===== src/rtl/key_onehot_capture.sv =====
// Pushbutton front end: synchronise, debounce and capture one key press.
// Presents the captured key as a one-hot word on a valid/ready handshake.
module key_onehot_capture #(
    parameter int SYNC_STAGES     = 2,
    parameter int DEBOUNCE_CYCLES = 16
) (
    input  logic       clk,
    input  logic       rst_n,
    input  logic [3:0] btn_raw,
    output logic [3:0] w_out,
    output logic       w_valid,
    input  logic       w_ready,
    output logic       multi_err
);

    localparam int CW = $clog2(DEBOUNCE_CYCLES);
    localparam logic [CW-1:0] CNT_LAST = CW'(DEBOUNCE_CYCLES - 1);
    localparam logic [CW-1:0] CNT_ONE  = CW'(1);

    typedef enum logic [1:0] {
        IDLE,
        HOLD,
        WAIT_REL
    } state_t;

    logic [3:0][SYNC_STAGES-1:0] sync_q, sync_d;
    logic [3:0]                  sync_s;
    logic [3:0][CW-1:0]          cnt_q, cnt_d;
    logic [3:0]                  deb_q, deb_d;
    logic [3:0]                  deb_dly_q, deb_dly_d;
    logic [3:0]                  rise;
    logic                        single;
    state_t                      state_q, state_d;
    logic [3:0]                  w_out_q, w_out_d;
    logic                        w_valid_q, w_valid_d;
    logic                        multi_err_q, multi_err_d;

    // Shift each raw button into its own synchroniser chain.
    always_comb begin
        sync_d = sync_q;
        for (int i = 0; i < 4; i++) begin
            sync_d[i] = {sync_q[i][SYNC_STAGES-2:0], btn_raw[i]};
            sync_s[i] = sync_q[i][SYNC_STAGES-1];
        end
    end

    // Flip a debounced bit only after a full run of disagreeing cycles.
    always_comb begin
        cnt_d     = '0;
        deb_d     = deb_q;
        deb_dly_d = deb_q;
        for (int i = 0; i < 4; i++) begin
            if (sync_s[i] != deb_q[i]) begin
                if (cnt_q[i] == CNT_LAST) begin
                    deb_d[i] = ~deb_q[i];
                end else begin
                    cnt_d[i] = cnt_q[i] + CNT_ONE;
                end
            end
        end
    end

    // Edge detect and "exactly one key down" test on the debounced word.
    always_comb begin
        rise   = deb_q & ~deb_dly_q;
        single = (deb_q != 4'd0) && ((deb_q & (deb_q - 4'd1)) == 4'd0);
    end

    // Capture FSM: take one clean press, hold it, then wait for full release.
    always_comb begin
        state_d     = state_q;
        w_out_d     = w_out_q;
        w_valid_d   = w_valid_q;
        multi_err_d = 1'b0;
        unique case (state_q)
            IDLE: begin
                if (|rise) begin
                    if (single) begin
                        w_out_d   = deb_q;
                        w_valid_d = 1'b1;
                        state_d   = HOLD;
                    end else begin
                        multi_err_d = 1'b1;
                        state_d     = WAIT_REL;
                    end
                end
            end
            HOLD: begin
                if (w_valid_q && w_ready) begin
                    w_out_d   = 4'd0;
                    w_valid_d = 1'b0;
                    state_d   = WAIT_REL;
                end
            end
            WAIT_REL: begin
                if (deb_q == 4'd0) begin
                    state_d = IDLE;
                end
            end
            default: begin
                state_d = IDLE;
            end
        endcase
    end

    // Synchroniser and debounce state registers.
    always_ff @(posedge clk or negedge rst_n) begin
        if (!rst_n) begin
            sync_q    <= '0;
            cnt_q     <= '0;
            deb_q     <= '0;
            deb_dly_q <= '0;
        end else begin
            sync_q    <= sync_d;
            cnt_q     <= cnt_d;
            deb_q     <= deb_d;
            deb_dly_q <= deb_dly_d;
        end
    end

    // FSM state and registered handshake outputs.
    always_ff @(posedge clk or negedge rst_n) begin
        if (!rst_n) begin
            state_q     <= IDLE;
            w_out_q     <= 4'd0;
            w_valid_q   <= 1'b0;
            multi_err_q <= 1'b0;
        end else begin
            state_q     <= state_d;
            w_out_q     <= w_out_d;
            w_valid_q   <= w_valid_d;
            multi_err_q <= multi_err_d;
        end
    end

    assign w_out     = w_out_q;
    assign w_valid   = w_valid_q;
    assign multi_err = multi_err_q;

endmodule


===== config.mk =====
export PLATFORM = sky130hd
export DESIGN_NAME = key_onehot_capture
export DESIGN_NICKNAME = d
export VERILOG_FILES = /design/src/rtl/key_onehot_capture.sv
export SDC_FILE = /design/constraint.sdc
export NUM_CORES = 1
export LEC_CHECK = 0
export BUFFER_PORTS_ARGS = -buffer_cell sky130_fd_sc_hd__buf_2
export CELL_PAD_IN_SITES_DETAIL_PLACEMENT = 1
export CELL_PAD_IN_SITES_GLOBAL_PLACEMENT = 1
export CORE_MARGIN = 5
export CORE_UTILIZATION = 35
export CTS_BUF_LIST = sky130_fd_sc_hd__clkbuf_4
export CTS_CLUSTER_SIZE = 25
export DETAILED_ROUTE_END_ITERATION = 10
export PLACE_DENSITY_LB_ADDON = 0.1
export SKIP_CTS_REPAIR_TIMING = 1
export SLEW_MARGIN = 20
export SYNTH_ARGS = -nofsm -noshare
export SYNTH_HDL_FRONTEND = slang
export SYNTH_SLANG_ARGS = --single-unit

===== constraint.sdc =====
create_clock -name clk -period 1.37 [get_ports clk]
set_input_delay 0.411 -clock clk [delete_from_list [all_inputs] [get_ports clk]]
set_output_delay 0.411 -clock clk [all_outputs]
set_load 0.01 [all_outputs]

* Word-level counts from Yosys, hierarchy flattened *
Index checks and enable logic that the tools add are counted.

storage, ports and cells
  bits in registers = 40
  output and inout bits = 6
  word-level logic and storage cells = 81

cells by class
  add/subtract/negate cells = 5
  equal/unequal tests = 14
  mux-type cells = 24
  bitwise operators = 7
  reduce and logical (&&, ||, !) cells = 14

operator list
  cell                                                                 count
  4-bit 2-to-1 mux                                                     11
  4-bit by 1-bit adder with 4-bit output (second input constant)       4
  4-bit == test (second input constant)                                4
  4-bit AND                                                            2
  4-bit zero test                                                      2
  2-bit 2-to-1 mux                                                     4
  2-bit inequality test (second input constant)                        4
  4-bit one-hot mux with 2 select lines                                1
  2-bit AND reduction                                                  4
  1-bit 2-to-1 mux                                                     6
  2-bit one-hot mux with 3 select lines                                1
  1-bit inequality test                                                4
  1-bit inverter                                                       4
  4-bit inverter                                                       1
  4-bit AND reduction                                                  1
  4-bit nonzero test                                                   1
  4-bit OR reduction                                                   1
  4-bit by 1-bit subtractor with 4-bit output (second input constant)  1
  3-bit AND reduction                                                  1
  2-bit by 1-bit == test with 1-bit output (second input constant)     1
  2-bit == test (second input constant)                                1
  1-bit logical AND                                                    2
  2-bit zero test                                                      1
  1-bit one-hot mux with 2 select lines                                1
  2-bit nonzero test                                                   1

* Logic depth before layout (Yosys ltp) *
  depth in word-level cells = 7
  depth in mapped cells = 5

* Least setup slack after synthesis *
OpenSTA, ideal clock, no wires.

  path kind = register to register
  from = reg deb_q[0] (netlist: deb_dly_d[0])
  to = reg w_out_q[0] (netlist: w_out[0])
  arrival time = 1.438 ns
  data required time = 1.291 ns
  path slack = -0.147 ns
  stages on the path, launching flop included = 6
  buffers on the path = 1
  period minus slack after synthesis = 1.517 ns
  cells stage by stage = dfrtp_1 buf_6 nor4b_1 a211oi_1 nor4_4 mux2i_1

between the ends
  cells in the longest elaborated chain, start to end = 6
  elaborated cells on any way between the ends = 13
  classes of those cells = 1 x add/sub; 2 x eq/ne; 3 x mux; 2 x bitwise; 5 x reduce/logical

ends and longest elaborated chain
  what                                         line  source
  start: declaration                           29    logic [3:0] deb_q, deb_d;
  start signal: assignment                     111   deb_q <= '0;
  start signal: assignment                     116   deb_q <= deb_d;
  4-bit by 1-bit subtractor with 4-bit output  66    single = (deb_q != 4'd0) && ((deb_q & (deb_q - 4'd1)) == 4'd0);
  4-bit AND                                    66
  4-bit zero test                              66
  1-bit logical AND                            66
  2-bit inequality test (no source line)       -
  4-bit AND reduction (no source line)         -
  end signal: assignment                       130   w_out_q <= w_out_d;
  end: declaration                             34    logic [3:0] w_out_q, w_out_d;

Parallel ways exist; a longest one is shown, timed or not. The select of a mux whose other input is x is not followed.
A chain may end at the register's enable or synchronous reset.

* Final worst setup path *
  from = reg deb_q[1] (netlist: deb_dly_d[1])
  to = reg state_q[1]

between the ends
  cells in the longest elaborated chain, start to end = 7
  elaborated cells on any way between the ends = 14
  classes of those cells = 1 x add/sub; 2 x eq/ne; 3 x mux; 2 x bitwise; 6 x reduce/logical

ends and longest elaborated chain
  what                                         line  source
  4-bit by 1-bit subtractor with 4-bit output  66
  4-bit AND                                    66
  4-bit zero test                              66
  1-bit logical AND                            66
  2-bit 2-to-1 mux                             78    if (single) begin
  2-bit 2-to-1 mux                             77    if (|rise) begin
  2-bit one-hot mux with 3 select lines        75    unique case (state_q)
  end signal: assignment                       129   state_q <= state_d;
  end: declaration                             33    state_t state_q, state_d;

Parallel ways exist; a longest one is shown, timed or not. The select of a mux whose other input is x is not followed.

==> results.cfg <==
[outcome]
status = complete, but fails checks
violations = negative setup slack

[cells_and_area]
drive_above_1_share_pct = 31.4
final_cell_mix = dfrtp_1, buf_4, buf_2
finalNetCount = 166
final_common_cell = dfrtp_1
antenna_cells = 0
syn_to_final_growth_pct = 19.6

[synth]
synth_edf_count = 0
syn_nets = 134
netlist_area_um2 = 1610
synth_cell_types = 30
synthCells = 123
syn_area_per_cell_um2 = 13.1
synth.area.top_cells = dfrtp_1, xnor2_1, ha_1
netlist.area_leader.share_pct = 62.1
ys_ff_latch = 40
yosysSeqAreaShare_pct = 62.1
synth_warnings = 0
ys.flop_type = dfrtp_1
synth-async-reset-ratio_pct = 100
synth.largest_area_cell = dfrtp_1

[timing]
holdWs_ps = 11.4
slew_violations = 0
period_share_pct = 109
slew_headroom_pct = 75.9
final.setup.tns_ps = -810
fmax_mhz = 670
hold_viol = 0
finClkSkew_ps = 7.22
rsz0062_at_grt = true
tightest_slew_ps = 360
setup_viol = 8
layout_setup_ws_ps = -123
fin_crit_ps = 1490

[clocking]
cts_tree = done
cts_buffer_depth = 2
path_clk_slew_ps = 110
numCtsBuffers = 5
clock-root-buffer = clkbuf_4
clk_latency_ps = 340
h-tree-depth = 2
numClockSinks = 40

[placement]
portBuffers = 12
gp_congestion = 0.697
place_hpwl_mm = 1.98

[power_and_ir_drop]
comb_power_share_pct = 5.5
p_leak_nw = 0.882
total_power_w = 0.00197
p_int_w = 0.00151
swShare_pct = 23.1
power.net_switching_w = 0.000454
p_seq_share_pct = 63.9
cellPowerDensity_nw_per_um2 = 1020
vdd_ir_drop_max_v = 0.000714
power_frac_clock_pct = 30.6

[floorplanning]
fp.dieH_um = 77.9
ios = 13
die_width_um = 77.9
rows = 24
core_um2 = 4410
initial_core_util_pct = 36.5
die_area_um2 = 6060

[grt]
grt_max_degree = 41
grt_pass1_vias = 1069
antenna_found_initial = 0
grt_overflow = 0
grt_usage_pct = 10.3
grt_pass1_wl_mm = 4.83

[route]
wirelength_mm = 2.82
drt_iter0_drc = 38
final_antenna_net_count = 0
wire_per_inst_um = 13.6
drc = 0
viasPerCell = 4.84
vias = 1006
first_pass_iters = 4

[setup_path]
rr_worst_depth = 4
cp.required_ps = 1650
startpoint_type = flip-flop
endpoint_kind = flip-flop
worstSetupPathType = reg -> reg
critPathArrivalTime_ps = 1770
crit_fanout = 5

[hold_path]
hp-class = in -> async

[flow_run]
max_cap_viol_count = 0
## Yosys cell counts (3+ instances only)
cell and instances:
nor2b_1 4, o21ai_0 3, nand2_1 6, nand3_1 4, ha_1 4, mux2_2 4, a21oi_1 7, xnor2_1 8
nor2_1 5, dfrtp_1 40, nor3b_1 3, mux2i_1 4, inv_1 8, nand4b_1 3
## power by group through the flow
stage / Sequential (W) / Clock, W / Combinational (W)
after floorplan: 0.00127 / 0 / 0.0000596
final: 0.00126 / 0.000602 / 0.000108
after CTS: 0.00126 / 0.000631 / 0.000112
after global placement: 0.00128 / 0 / 0.000106
after global routing: 0.00126 / 0.000684 / 0.000128
after detailed placement: 0.00128 / 0 / 0.000111
## final timing paths
check | start | to | slack (ps)
setup / recovery | deb_dly_d[1] | state_q[1] | -120
hold / removal | rst_n | w_out[3] | 10
setup reg to reg | deb_dly_d[1] | state_q[1] | -120
hold reg to reg | sync_d[5] | sync_q[5] | 360
max in group asynchronous | rst_n | deb_dly_d[3] | 1140
min in group clk | btn_raw[1] | sync_d[3] | 160
## worst max-delay path, cell delays in order, from the launching register on
cell	delay, ps
dfrtp_2	460
xor2_1	180
a211oi_2	370
nor4b_4	280
nand3b_1	140
## routing by layer
metal  global-route usage, %  share of wire [%]
met5                       0                  0
met4                    5.67                2.3
met3                    3.70                4.8
met2                    15.9                 47
met1                    12.4                 46
## area by class of cell
class                           count  area (µm²)
Multi-Input combinational cell     74         591
Timing Repair Buffer               26         178
Tap cell                           52        65.1
Sequential cell                    40        1010
Clock buffer                        7        52.6
Inverter                            8        30.0
Clock inverter                      1        5.00
Fill cell                         491        2490
## cell families after synthesis
logic type / Yosys count / synth area share (%)
AOI/OAI and AO/OA: 18 / 7.30
muxes: 8 / 5.28
adders and majority gates: 4 / 3.11
xor gates and xnor gates: 9 / 4.89
DFF: 40 / 62.1
and+or+nand+nor: 35 / 14.8
buffers and inverters: 9 / 2.56
## flip-flops by register name, summed over array words and instances (netlist names)
signal	cells
cnt_q	16
deb_dly_d	4
deb_dly_q	4
multi_err	1
state_q	2
sync_d	4
sync_q	4
w_out	4
w_valid	1
## stage by stage
stage	util, %	setup WS, ps	cells	cell area, µm²
2_1_floorplan	-	-99.2	123	1630
3_3_place_gp	41.7	-80.1	198	1840
3_5_place_dp	41.7	-148	198	1840
4_1_cts	43.0	-178	206	1900
5_1_grt	43.7	-219	208	1930
6_report	43.7	-123	208	1930
(Power assumes the default switching activity.)
